### config.mk
export PLATFORM = sky130hd
export DESIGN_NAME = neo_video_out
export DESIGN_NICKNAME = d
export VERILOG_FILES = /design/src/rtl/neo_video_out.sv
export SDC_FILE = /design/constraint.sdc
export NUM_CORES = 1
export LEC_CHECK = 0
export ABC_AREA = 1
export CAP_MARGIN = 30
export CORE_ASPECT_RATIO = 0.6
export CORE_MARGIN = 5
export CORE_UTILIZATION = 55
export CTS_CLUSTER_SIZE = 25
export DETAILED_ROUTE_END_ITERATION = 8
export PLACE_DENSITY_LB_ADDON = 0.3
export SYNTH_ARGS = -nofsm -noshare
export SYNTH_HDL_FRONTEND = slang
export SYNTH_SLANG_ARGS = --single-unit
### constraint.sdc
create_clock -name CLK -period 2.15 [get_ports CLK]
set_input_delay 0.3225 -clock CLK [delete_from_list [all_inputs] [get_ports CLK]]
set_output_delay 0.3225 -clock CLK [all_outputs]
set_load 0.03 [all_outputs]
### src/rtl/neo_video_out.sv
// Neo-Geo video output stage: palette word to 8-bit RGB with dark/shadow handling,
// plus blanking and DE regenerated from LSPC syncs, all delayed by the same two pixels.
module neo_video_out #(
  parameter int H_START   = 28,
  parameter int H_ACTIVE  = 320,
  parameter int V_START   = 16,
  parameter int V_ACTIVE  = 224,
  parameter bit BLANK_RGB = 1'b1
) (
  input  logic        CLK,
  input  logic        RESET,
  input  logic        CLK_EN_PIX,
  input  logic [15:0] PAL_DATA,
  input  logic        SHADOW,
  input  logic        HSYNC_IN,
  input  logic        VSYNC_IN,
  output logic [7:0]  RED,
  output logic [7:0]  GREEN,
  output logic [7:0]  BLUE,
  output logic        HSYNC,
  output logic        VSYNC,
  output logic        HBLANK,
  output logic        VBLANK,
  output logic        DE
);

  localparam logic [9:0] H_LO = 10'(H_START);
  localparam logic [9:0] H_HI = 10'(H_START + H_ACTIVE);
  localparam logic [9:0] V_LO = 10'(V_START);
  localparam logic [9:0] V_HI = 10'(V_START + V_ACTIVE);

  logic [8:0]  h_cnt, v_cnt;
  logic        prev_hs, prev_vs, frame_ok;
  logic        hfall, vfall, h_act, v_act;
  logic [15:0] pal_s0;
  logic        sh_s0, hs_s0, vs_s0, hact_s0, vact_s0, de_next;

  assign hfall   = prev_hs & ~HSYNC_IN;
  assign vfall   = prev_vs & ~VSYNC_IN;
  assign h_act   = ({1'b0, h_cnt} >= H_LO) && ({1'b0, h_cnt} < H_HI);
  assign v_act   = ({1'b0, v_cnt} >= V_LO) && ({1'b0, v_cnt} < V_HI);
  assign de_next = hact_s0 & vact_s0;

  // 4-bit channel plus shared LSB, minus dark (clamped at 0), expanded to 8 bits.
  function automatic logic [7:0] conv(input logic [3:0] x, input logic l,
                                      input logic dark, input logic sh);
    logic [5:0] v6, c6;
    logic [6:0] s7;
    logic [7:0] c8;
    v6 = {x, l, x[3]};
    s7 = {1'b0, v6} - {6'b0, dark};
    c6 = s7[6] ? 6'd0 : s7[5:0];
    c8 = {c6, c6[4:3]};
    return sh ? {1'b0, c8[7:1]} : c8;
  endfunction

  always_ff @(posedge CLK or posedge RESET) begin
    if (RESET) begin
      prev_hs  <= 1'b1;
      prev_vs  <= 1'b1;
      h_cnt    <= '0;
      v_cnt    <= '0;
      frame_ok <= 1'b0;
    end else if (CLK_EN_PIX) begin
      prev_hs <= HSYNC_IN;
      prev_vs <= VSYNC_IN;
      if (hfall)               h_cnt <= '0;
      else if (h_cnt != 9'd511) h_cnt <= h_cnt + 9'd1;
      if (vfall)                        v_cnt <= '0;
      else if (hfall && v_cnt != 9'd511) v_cnt <= v_cnt + 9'd1;
      if (vfall) frame_ok <= 1'b1;
    end
  end

  // Stage 0: capture inputs and activity decoded from pre-update counters.
  always_ff @(posedge CLK or posedge RESET) begin
    if (RESET) begin
      pal_s0  <= '0;
      sh_s0   <= 1'b0;
      hs_s0   <= 1'b1;
      vs_s0   <= 1'b1;
      hact_s0 <= 1'b0;
      vact_s0 <= 1'b0;
    end else if (CLK_EN_PIX) begin
      pal_s0  <= PAL_DATA;
      sh_s0   <= SHADOW;
      hs_s0   <= HSYNC_IN;
      vs_s0   <= VSYNC_IN;
      hact_s0 <= h_act & frame_ok;
      vact_s0 <= v_act & frame_ok;
    end
  end

  // Stage 1: registered outputs.
  always_ff @(posedge CLK or posedge RESET) begin
    if (RESET) begin
      RED    <= '0;
      GREEN  <= '0;
      BLUE   <= '0;
      HSYNC  <= 1'b1;
      VSYNC  <= 1'b1;
      HBLANK <= 1'b1;
      VBLANK <= 1'b1;
      DE     <= 1'b0;
    end else if (CLK_EN_PIX) begin
      if (BLANK_RGB && !de_next) begin
        RED   <= '0;
        GREEN <= '0;
        BLUE  <= '0;
      end else begin
        RED   <= conv(pal_s0[11:8], pal_s0[14], pal_s0[15], sh_s0);
        GREEN <= conv(pal_s0[7:4],  pal_s0[13], pal_s0[15], sh_s0);
        BLUE  <= conv(pal_s0[3:0],  pal_s0[12], pal_s0[15], sh_s0);
      end
      HSYNC  <= hs_s0;
      VSYNC  <= vs_s0;
      HBLANK <= ~hact_s0;
      VBLANK <= ~vact_s0;
      DE     <= de_next;
    end
  end

endmodule

==> results.toml <==
[setup_path]
cp_max_fo = 2
crit_family = "buffers and inverters"
reg2regPathDepth = 8
path_depth = 1
crit_chain = "clkdlybuf4s50_1"
crit_path_end_kind = "primary output"
start_kind = "flip-flop"
startpoint = "HBLANK"
crit_buf_inv = 1
slowest_delay_ns = 0.69
worst_path_max_delay_cell = "clkdlybuf4s50_1"
crit_type = "reg2out"
required_ns = 1.83
critPathArrivalTime_ns = 1.60
reg2reg_from = "pal_s0[3]"
reg2reg_slack_ns = 0.30

[hold_path]
worstHoldPathType = "in2async"

[global_route]
grt_pass1_wl_um = 14400
gr-usage-all-layers = 0.223
antenna_found_initial = 0
grt_max_degree = 67
gr-total-overflow = 0
grt_pass1_vias = 3066

[layout]
nets = 557
n_fill_cell = 565
syn_to_final_growth_pct = 20.7
drive_above_1_share = 0.0758
antenna-diode-count = 0
multi_input_area_um2 = 1600
regArea_um2 = 1660
fin_cells = 612

[flow_run]
cap_violations = 0

[power]
p_leak_nw = 2.22
power_w = 0.00280
powerDensity_nw_per_um2 = 649
irDropWorstVdd_mv = 0.395

[detailed_routing]
avgRoutedWirePerCell_um = 13.9
vias_per_cell = 5.40
firstDrtPassIters = 5
antenna_left = 0
remaining_drc_errors = 0
dr.first_iter.drc_count = 245
vias = 3306
wl_um = 8510

[die]
chipHeight_um = 72.4
core_area_um2 = 6220
rows = 22
die_w_um = 114
io_pins = 51
die_area_um2 = 8260
floorplan.initialDensity = 0.574

[sta]
period_share = 0.892
finalSetupTns_ns = 0
timing.hold.ws_ns = 0.344
skew_ns = 0.00779
worst_pin_slew_ns = 0.390
rsz0062_at_grt = "no"
period_needed_ns = 1.92
slew_viol_final = 0
max_freq_mhz = 521
setup_violations = 0
maxSlewHeadroom = 0.740
hold_viol = 0

[cts]
numCtsBuffers = 9
clk_latency_ns = 0.35
clk_pin_slew_ns = 0.07
cts.sinks = 66
cts_hold_buf = 0
cts_resized = 0
h-tree-depth = 3
cts_tree = "done"
cts_buffer_depth = 2
post_cts_buffers = 0
cts_root_buf = "clkbuf_8"

[synth]
yosysSeqAreaShare = 0.465
synthesis.nets = 506
netlist_area_um2 = 3570
synth_edf_count = 0
synth.distinct_cells = 29
yosysWarnings = 0
synth_top_area_cell = "dfrtp_1"
synth_most_common_cell = "nand2_1"
synthFlopType = "dfrtp_1"
synthCells = 472
yosys-top-cells-area = "dfrtp_1, nand2_1, nand3_1"
synth-seq-cells = 66
synth.avg_cell_area_um2 = 7.57
synth.top_cells.by_count = "nand2_1, dfrtp_1, inv_1, nand3_1, o21ai_0"
async_flop_share = 1.00
yosysTopAreaCellShare = 0.420

[placement]
placement.io_buffers = 50
routabilityCongestion = 0.893
dp_hpwl_um = 6200
dpl.cell_count = 596

[outcome]
status = "complete, no violations"
[sequential cells by signal, indices dropped and copies added, names as in the netlist]
name and flops:
hs_s0 1, hact_s0 1, v_cnt 9, HBLANK 1
h_cnt 9, VSYNC 1, DE 1, sh_s0 1
VBLANK 1, BLUE 7, RED 7, GREEN 7
HSYNC 1, vact_s0 1, frame_ok 1, pal_s0 16
vs_s0 1
[final timing paths]
check                           endpoint
worst max-delay path              HBLANK
worst min-delay path            h_cnt[0]
worst max register to register   BLUE[1]
worst min register to register   BLUE[7]
max in group asynchronous         HBLANK
min in group CLK                 BLUE[7]
[through the flow]
stage / cell area (um2) / setup slack, ns / util
6_report: 4310 / 0.231 / 0.693
5_1_grt: 4310 / 0.0673 / 0.693
4_1_cts: 4310 / 0.232 / 0.693
3_5_place_dp: 4130 / 0.302 / 0.664
3_3_place_gp: 4130 / 0.368 / 0.664
2_1_floorplan: 3570 / 0.183 / -
[cell usage in the layout, fill, tap and decap left out, types with 2 or more instances in the layout]
cell type | netlist | final
dfstp_2 | 6 | 6
xor2_1 | 4 | 4
buf_4 | 5 | 3
nand3_1 | 56 | 56
clkbuf_8 | 0 | 11
nand4_1 | 17 | 17
nor2_1 | 28 | 28
nor2_4 | 2 | 2
nor3_1 | 5 | 5
clkinv_2 | 1 | 3
clkdlybuf4s50_1 | 0 | 50
a21oi_1 | 5 | 5
dfrtp_1 | 60 | 60
o21ai_0 | 29 | 29
inv_1 | 56 | 55
inv_2 | 1 | 2
nand2_2 | 4 | 4
nor2_2 | 2 | 2
nand2_1 | 161 | 161
or2_1 | 2 | 2
ha_1 | 12 | 12
[logic make-up after synthesis]
family	Yosys count	share of synthesized area
adders and majority gates	12	0.0420
AOI/OAI and AO/OA	36	0.0522
buffers and inverters	73	0.0883
DFF	66	0.465
and+or+nand+nor	281	0.343
xor gates and xnor gates	4	0.00981
[per-layer routing]
metal  vias up  global-route usage  wire (um)
li1       1610                   -          -
met1      1519               0.314       3960
met2       162               0.321       3510
met3        15              0.0775        922
met4         0              0.0738        121
met5         -                   0          0
[final cells by class]
type / instances / share of cell area
Clock inverter: 4 / 0.00610
Multi-Input combinational cell: 333 / 0.370
Tap cell: 84 / 0.0244
Inverter: 59 / 0.0522
Clock buffer: 12 / 0.0360
Sequential cell: 66 / 0.385
Timing Repair Buffer: 54 / 0.126
[report_power, final]
| group | switching (W) | internal (W) | total [W] |
|---|---|---|---|
| logic | 0.000275 | 0.000161 | 0.000436 |
| clock network | 0.000477 | 0.000480 | 0.000957 |
| registers | 0.0000802 | 0.00132 | 0.00140 |
| total | 0.000832 | 0.00196 | 0.00280 |
(Power assumes the default switching activity.)
